File: src/rtl/lsu_bac.sv
// rtl/lsu_bac.sv - byte address converter / load-store unit with read-modify-write for sub-word stores
module lsu_bac #(
  parameter int DATA_W = 32,
  parameter int ADDR_W = 32
) (
  input  logic              clk,
  input  logic              rst,
  input  logic              req,
  input  logic              we,
  input  logic [1:0]        size,
  input  logic              sign_ext,
  input  logic [ADDR_W-1:0] addr,
  input  logic [DATA_W-1:0] wdata,
  output logic              busy,
  output logic              done,
  output logic              err,
  output logic [DATA_W-1:0] rdata,
  output logic              mem_req,
  output logic              mem_we,
  output logic [ADDR_W-1:0] mem_addr,
  output logic [DATA_W-1:0] mem_wdata,
  input  logic [DATA_W-1:0] mem_rdata,
  input  logic              mem_ack
);
  localparam int NB     = DATA_W / 8;
  localparam int LANE_W = $clog2(NB);

  typedef enum logic [2:0] {S_IDLE, S_RD, S_WR, S_DONE, S_ERR} state_t;

  state_t            state, state_nxt;
  logic              busy_nxt, done_nxt, err_nxt, mem_req_nxt, mem_we_nxt;
  logic [DATA_W-1:0] rdata_nxt, mem_wdata_nxt;
  logic [ADDR_W-1:0] mem_addr_nxt;

  // Request fields captured at accept; the CPU side may change them while busy.
  logic              we_q, we_nxt;
  logic [1:0]        size_q, size_nxt;
  logic              sign_q, sign_nxt;
  logic [LANE_W-1:0] lane_q, lane_nxt;
  logic [DATA_W-1:0] wdata_q, wdata_nxt;

  logic [2:0]        align_mask;
  logic [3:0]        req_bytes;
  logic              size_bad, misaligned, full_word;

  logic [LANE_W+2:0] lane_bits;
  logic [DATA_W-1:0] byte_mask, shifted, load_val, merged;
  logic              sign_bit;

  // Decode the incoming request: legality, alignment and whether it covers a whole word.
  always_comb begin
    case (size)
      2'd0:    align_mask = 3'b000;
      2'd1:    align_mask = 3'b001;
      2'd2:    align_mask = 3'b011;
      default: align_mask = 3'b111;
    endcase
    req_bytes  = 4'd1 << size;
    size_bad   = (req_bytes > 4'(NB));
    misaligned = |(addr[2:0] & align_mask);
    full_word  = (req_bytes == 4'(NB));
  end

  // Lane datapath: load extraction/extension and sub-word merge into the old memory word.
  always_comb begin
    lane_bits = {lane_q, 3'b000};
    // Shifting by the full word width yields zero, so a full-width access gets an all-ones mask.
    byte_mask = ~({DATA_W{1'b1}} << (7'd8 << size_q));
    shifted   = mem_rdata >> lane_bits;
    case (size_q)
      2'd0:    sign_bit = shifted[7];
      2'd1:    sign_bit = shifted[15];
      2'd2:    sign_bit = shifted[31];
      default: sign_bit = shifted[DATA_W-1];
    endcase
    load_val = (shifted & byte_mask) | ((sign_q && sign_bit) ? ~byte_mask : '0);
    merged   = (mem_rdata & ~(byte_mask << lane_bits)) | ((wdata_q & byte_mask) << lane_bits);
  end

  // State and all registered outputs; reset aborts any access, including mid-RMW.
  always_ff @(posedge clk) begin
    if (!rst) begin
      state     <= S_IDLE;
      busy      <= 1'b0;
      done      <= 1'b0;
      err       <= 1'b0;
      rdata     <= '0;
      mem_req   <= 1'b0;
      mem_we    <= 1'b0;
      mem_addr  <= '0;
      mem_wdata <= '0;
      we_q      <= 1'b0;
      size_q    <= 2'd0;
      sign_q    <= 1'b0;
      lane_q    <= '0;
      wdata_q   <= '0;
    end else begin
      state     <= state_nxt;
      busy      <= busy_nxt;
      done      <= done_nxt;
      err       <= err_nxt;
      rdata     <= rdata_nxt;
      mem_req   <= mem_req_nxt;
      mem_we    <= mem_we_nxt;
      mem_addr  <= mem_addr_nxt;
      mem_wdata <= mem_wdata_nxt;
      we_q      <= we_nxt;
      size_q    <= size_nxt;
      sign_q    <= sign_nxt;
      lane_q    <= lane_nxt;
      wdata_q   <= wdata_nxt;
    end
  end

  // Next-state and next-output logic.
  always_comb begin
    state_nxt     = state;
    busy_nxt      = busy;
    done_nxt      = 1'b0;
    err_nxt       = 1'b0;
    rdata_nxt     = rdata;
    mem_req_nxt   = mem_req;
    mem_we_nxt    = mem_we;
    mem_addr_nxt  = mem_addr;
    mem_wdata_nxt = mem_wdata;
    we_nxt        = we_q;
    size_nxt      = size_q;
    sign_nxt      = sign_q;
    lane_nxt      = lane_q;
    wdata_nxt     = wdata_q;

    case (state)
      S_IDLE: begin
        busy_nxt = 1'b0;
        if (req) begin
          busy_nxt  = 1'b1;
          we_nxt    = we;
          size_nxt  = size;
          sign_nxt  = sign_ext;
          lane_nxt  = addr[LANE_W-1:0];
          wdata_nxt = wdata;
          if (size_bad || misaligned) begin
            state_nxt = S_ERR;
            done_nxt  = 1'b1;
            err_nxt   = 1'b1;
          end else begin
            mem_addr_nxt = {addr[ADDR_W-1:LANE_W], {LANE_W{1'b0}}};
            mem_req_nxt  = 1'b1;
            if (we && full_word) begin
              state_nxt     = S_WR;
              mem_we_nxt    = 1'b1;
              mem_wdata_nxt = wdata;
            end else begin
              // Loads and sub-word stores both start by reading the whole word.
              state_nxt  = S_RD;
              mem_we_nxt = 1'b0;
            end
          end
        end
      end

      S_RD: begin
        if (mem_req && mem_ack) begin
          mem_req_nxt = 1'b0;
          if (we_q) begin
            // Merged word waits one idle memory cycle before the write phase starts.
            state_nxt     = S_WR;
            mem_wdata_nxt = merged;
          end else begin
            state_nxt = S_DONE;
            done_nxt  = 1'b1;
            rdata_nxt = load_val;
          end
        end
      end

      S_WR: begin
        if (!mem_req) begin
          mem_req_nxt = 1'b1;
          mem_we_nxt  = 1'b1;
        end else if (mem_ack) begin
          mem_req_nxt = 1'b0;
          mem_we_nxt  = 1'b0;
          state_nxt   = S_DONE;
          done_nxt    = 1'b1;
        end
      end

      S_DONE, S_ERR: begin
        state_nxt = S_IDLE;
        busy_nxt  = 1'b0;
      end

      default: begin
        state_nxt   = S_IDLE;
        busy_nxt    = 1'b0;
        mem_req_nxt = 1'b0;
        mem_we_nxt  = 1'b0;
      end
    endcase
  end

endmodule

File: config.mk
export PLATFORM = sky130hd
export DESIGN_NAME = lsu_bac
export DESIGN_NICKNAME = d
export VERILOG_FILES = /design/src/rtl/lsu_bac.sv
export SDC_FILE = /design/constraint.sdc
export NUM_CORES = 1
export LEC_CHECK = 0
export ABC_CLOCK_PERIOD_IN_PS = 3600
export CORE_MARGIN = 2
export CORE_UTILIZATION = 40
export DETAILED_ROUTE_END_ITERATION = 7
export GPL_TIMING_DRIVEN = 0
export PLACE_DENSITY_LB_ADDON = 0.2
export SLEW_MARGIN = 20
export SYNTH_ARGS = -nofsm -noshare
export SYNTH_HDL_FRONTEND = slang
export SYNTH_SLANG_ARGS = --single-unit
File: constraint.sdc
create_clock -name clk -period 3.6 [get_ports clk]
set_input_delay 0.72 -clock clk [delete_from_list [all_inputs] [get_ports clk]]
set_output_delay 0.72 -clock clk [all_outputs]
set_load 0.01 [all_outputs]
==> impl_results.md <==
* Starting density of the core at 0.405
* Crit path from: size[0]
* Initial antenna violation count at 0
* Routed Antenna Nets at 0
* DR pass1 iterations at 5
* Htree depth at 4
* Synth cell types at 52
* Largest net degree at the start of global routing at 17
* Post-DP HPWL at 20.2 mm
* DP Area at 9230 µm²
* Syn-to-layout area delta at 42.3%
* Gr ovfl total at 0
* Arr. time, crit path at 2.68 ns
* Hold_sp: mem_addr[31]
* Final period util at 0.649
* # Post-CTS Setup Buffers at 0
* Critical path peak fanout at 10
* Cell taking the most area after synthesis: dfxtp_1
* EDFF count, synth at 0
* Final instance area at 9870 µm²
* Vias per cell at 5.56
* Sequential share of the synthesized area at 0.404
* Hold Buf Count CTS at 0
* Clock sink count at 140
* Worst slew pin tran at 0.661 ns
* Share of the synthesized area in the top cell type at 0.404
* Post-Syn Area at 6940 µm²
* VDD IR-drop max at 0.378 mV
* Slew headroom at 0.557
* Full die area at 18400 µm²
* Core Area at 17100 µm²
* Max Fclk at 428 MHz
* Syn Inst Count at 890
* Crit Path Category: in -> reg
* CTS Root Cell: clkbuf_16
* FFs w/ async S/R, synth at 0
* Vias at 7507
* I/O pin count at 205
* RR Startpoint: state[1]
* Wire length per cell at 19.6 µm
* Crit path launch type: input port
* #FFs+latches synth at 140
* Cts bufs inserted at 17
* PD cells at 585 nW/µm²
* Warnings, synthesis at 0
* Post-synth top cells: nand2_1 (212), a21oi_1 (147), dfxtp_1 (140)
* Fill count at 1624
* Final setup fails at 0
* Row Count at 48
* Vias in the first global route at 7123
* Bufs on Longest Clock Path at 2
* Status: finished, final reports clean
* Residual DRC count at 0
* Tot GR Track Use at 0.284
* WP data required at 3.95 ns
* Die height at 136 µm
* Final hold violations at 0
* Pins over their slew limit at 0
* Routed WL at 26.4 mm
* Fin nets at 1215
* Setup crit end kind: flop
* Hold Path Class: reg -> reg
* Largest cells by area after synthesis: dfxtp_1 (40%), nand2_1 (11%), a21oi_1 (11%)
* Routability cong. at 0.989
* Max-cap check violation count at 0
* TritonCTS clock tree: done
* Layout cell share with drive strength beyond 1 at 0.0988
* Die width at 136 µm
* Setup TNS at 0 ns
* Initial drt markers at 701
* Synth Flop Type: dfxtp_1
* Most numerous cell in the Yosys netlist: nand2_1
* Leak at 0.00346 µW
* Unrepaired setup endpoints after global routing: false
* First-pass GRT wire length at 39.9 mm
* Worst-Skew Late Latency at 0.43 ns
* CTS clk-pin slew, worst paths at 0.06 ns
* Post-CTS Resized at 0
* Final clock skew at 0.00735 ns
* Min Tclk post-route at 2.34 ns
* Syn_area_per_cell at 7.79 µm²
* Buffers on Ports at 201
-- layer usage --
metal,GRT usage,share of wire,wire [µm]
met1,0.380,0.44,11600
met2,0.444,0.45,12000
met3,0.0681,0.081,2140
met4,0.107,0.026,684
met5,0,0,0
-- area by class of cell --
class | count | area, µm² | area share
Timing Repair Buffer | 201 | 2010 | 0.204
Sequential cell | 140 | 2800 | 0.284
Clock inverter | 10 | 163 | 0.0165
Antenna cell | 1 | 2.50 | 0.000253
Clock buffer | 22 | 474 | 0.0480
Buffer | 83 | 407 | 0.0412
Inverter | 4 | 15.0 | 0.00152
Multi-Input combinational cell | 664 | 3720 | 0.376
Tap cell | 225 | 282 | 0.0285
-- power breakdown --
| part | leakage (µW) | internal [µW] | switching (µW) |
|---|---|---|---|
| clock | 0.000306 | 1210 | 700 |
| combinational | 0.00202 | 767 | 1210 |
| sequential | 0.00114 | 1730 | 160 |
-- worst max-delay path, cell delays in order --
cell             delay, ns
clkdlybuf4s50_1       0.53
a21oi_1               0.28
o21ba_1               0.27
a32o_2                0.35
buf_4                 0.22
o2111ai_1             0.16
a21oi_1               0.16
-- sequential cells by signal, summed over array words and instances, names as in the netlist, 2 cells and up --
name and cells:
state 3, wdata_q 32, size_q 2, rdata 32, lane_q 2, mem_addr 30
mem_wdata 32
-- final timing paths --
path,endpoint,depth (start not counted),slack (ns)
setup reg to reg,rdata[7],7,1.56
hold / removal,mem_addr[31],2,0.45
setup / recovery,mem_wdata[2],7,1.26
hold reg to reg,mem_addr[31],2,0.45
-- layout by cell type (no fill, tap or decap), drive strengths merged, types with 2 or more instances in the layout --
master,n
nor2b,4
bufinv,4
dfxtp,140
buf,41
a31oi,4
o21a,3
clkdlybuf4s50,201
inv,4
clkbuf,64
nand3b,11
conb,2
mux2,24
clkinv,4
o2111ai,23
o31ai,8
a32o,2
o21ai,85
o211ai,23
nand3,17
and3,10
or2,3
nor3,6
nor2,21
a21oi,147
clkinvlp,2
mux2i,12
a221o,16
or4,8
a21boi,9
nand2,214
-- logic make-up after synthesis --
group | Yosys count | share of synthesized area
other cells | 1 | 0.000541
mux | 36 | 0.0563
simple gates | 299 | 0.195
flops | 140 | 0.404
compound gates | 326 | 0.282
buf+inv | 87 | 0.0608
xor+xnor | 1 | 0.00126
-- metrics by stage --
stage | total power (µW) | instances | hold slack [ns] | setup WS, ns | utilization
CTS | 5750 | 1349 | 0.454 | 1.31 | 0.577
floorplan | 3050 | 891 | 0.434 | 1.76 | -
detailed placement | 3840 | 1317 | 0.448 | 0.903 | 0.539
global placement | 3840 | 1317 | 0.441 | 0.907 | 0.539
global route | 6010 | 1349 | 0.465 | 1.11 | 0.577
finish | 5780 | 1350 | 0.453 | 1.26 | 0.577
(Power assumes the default switching activity.)
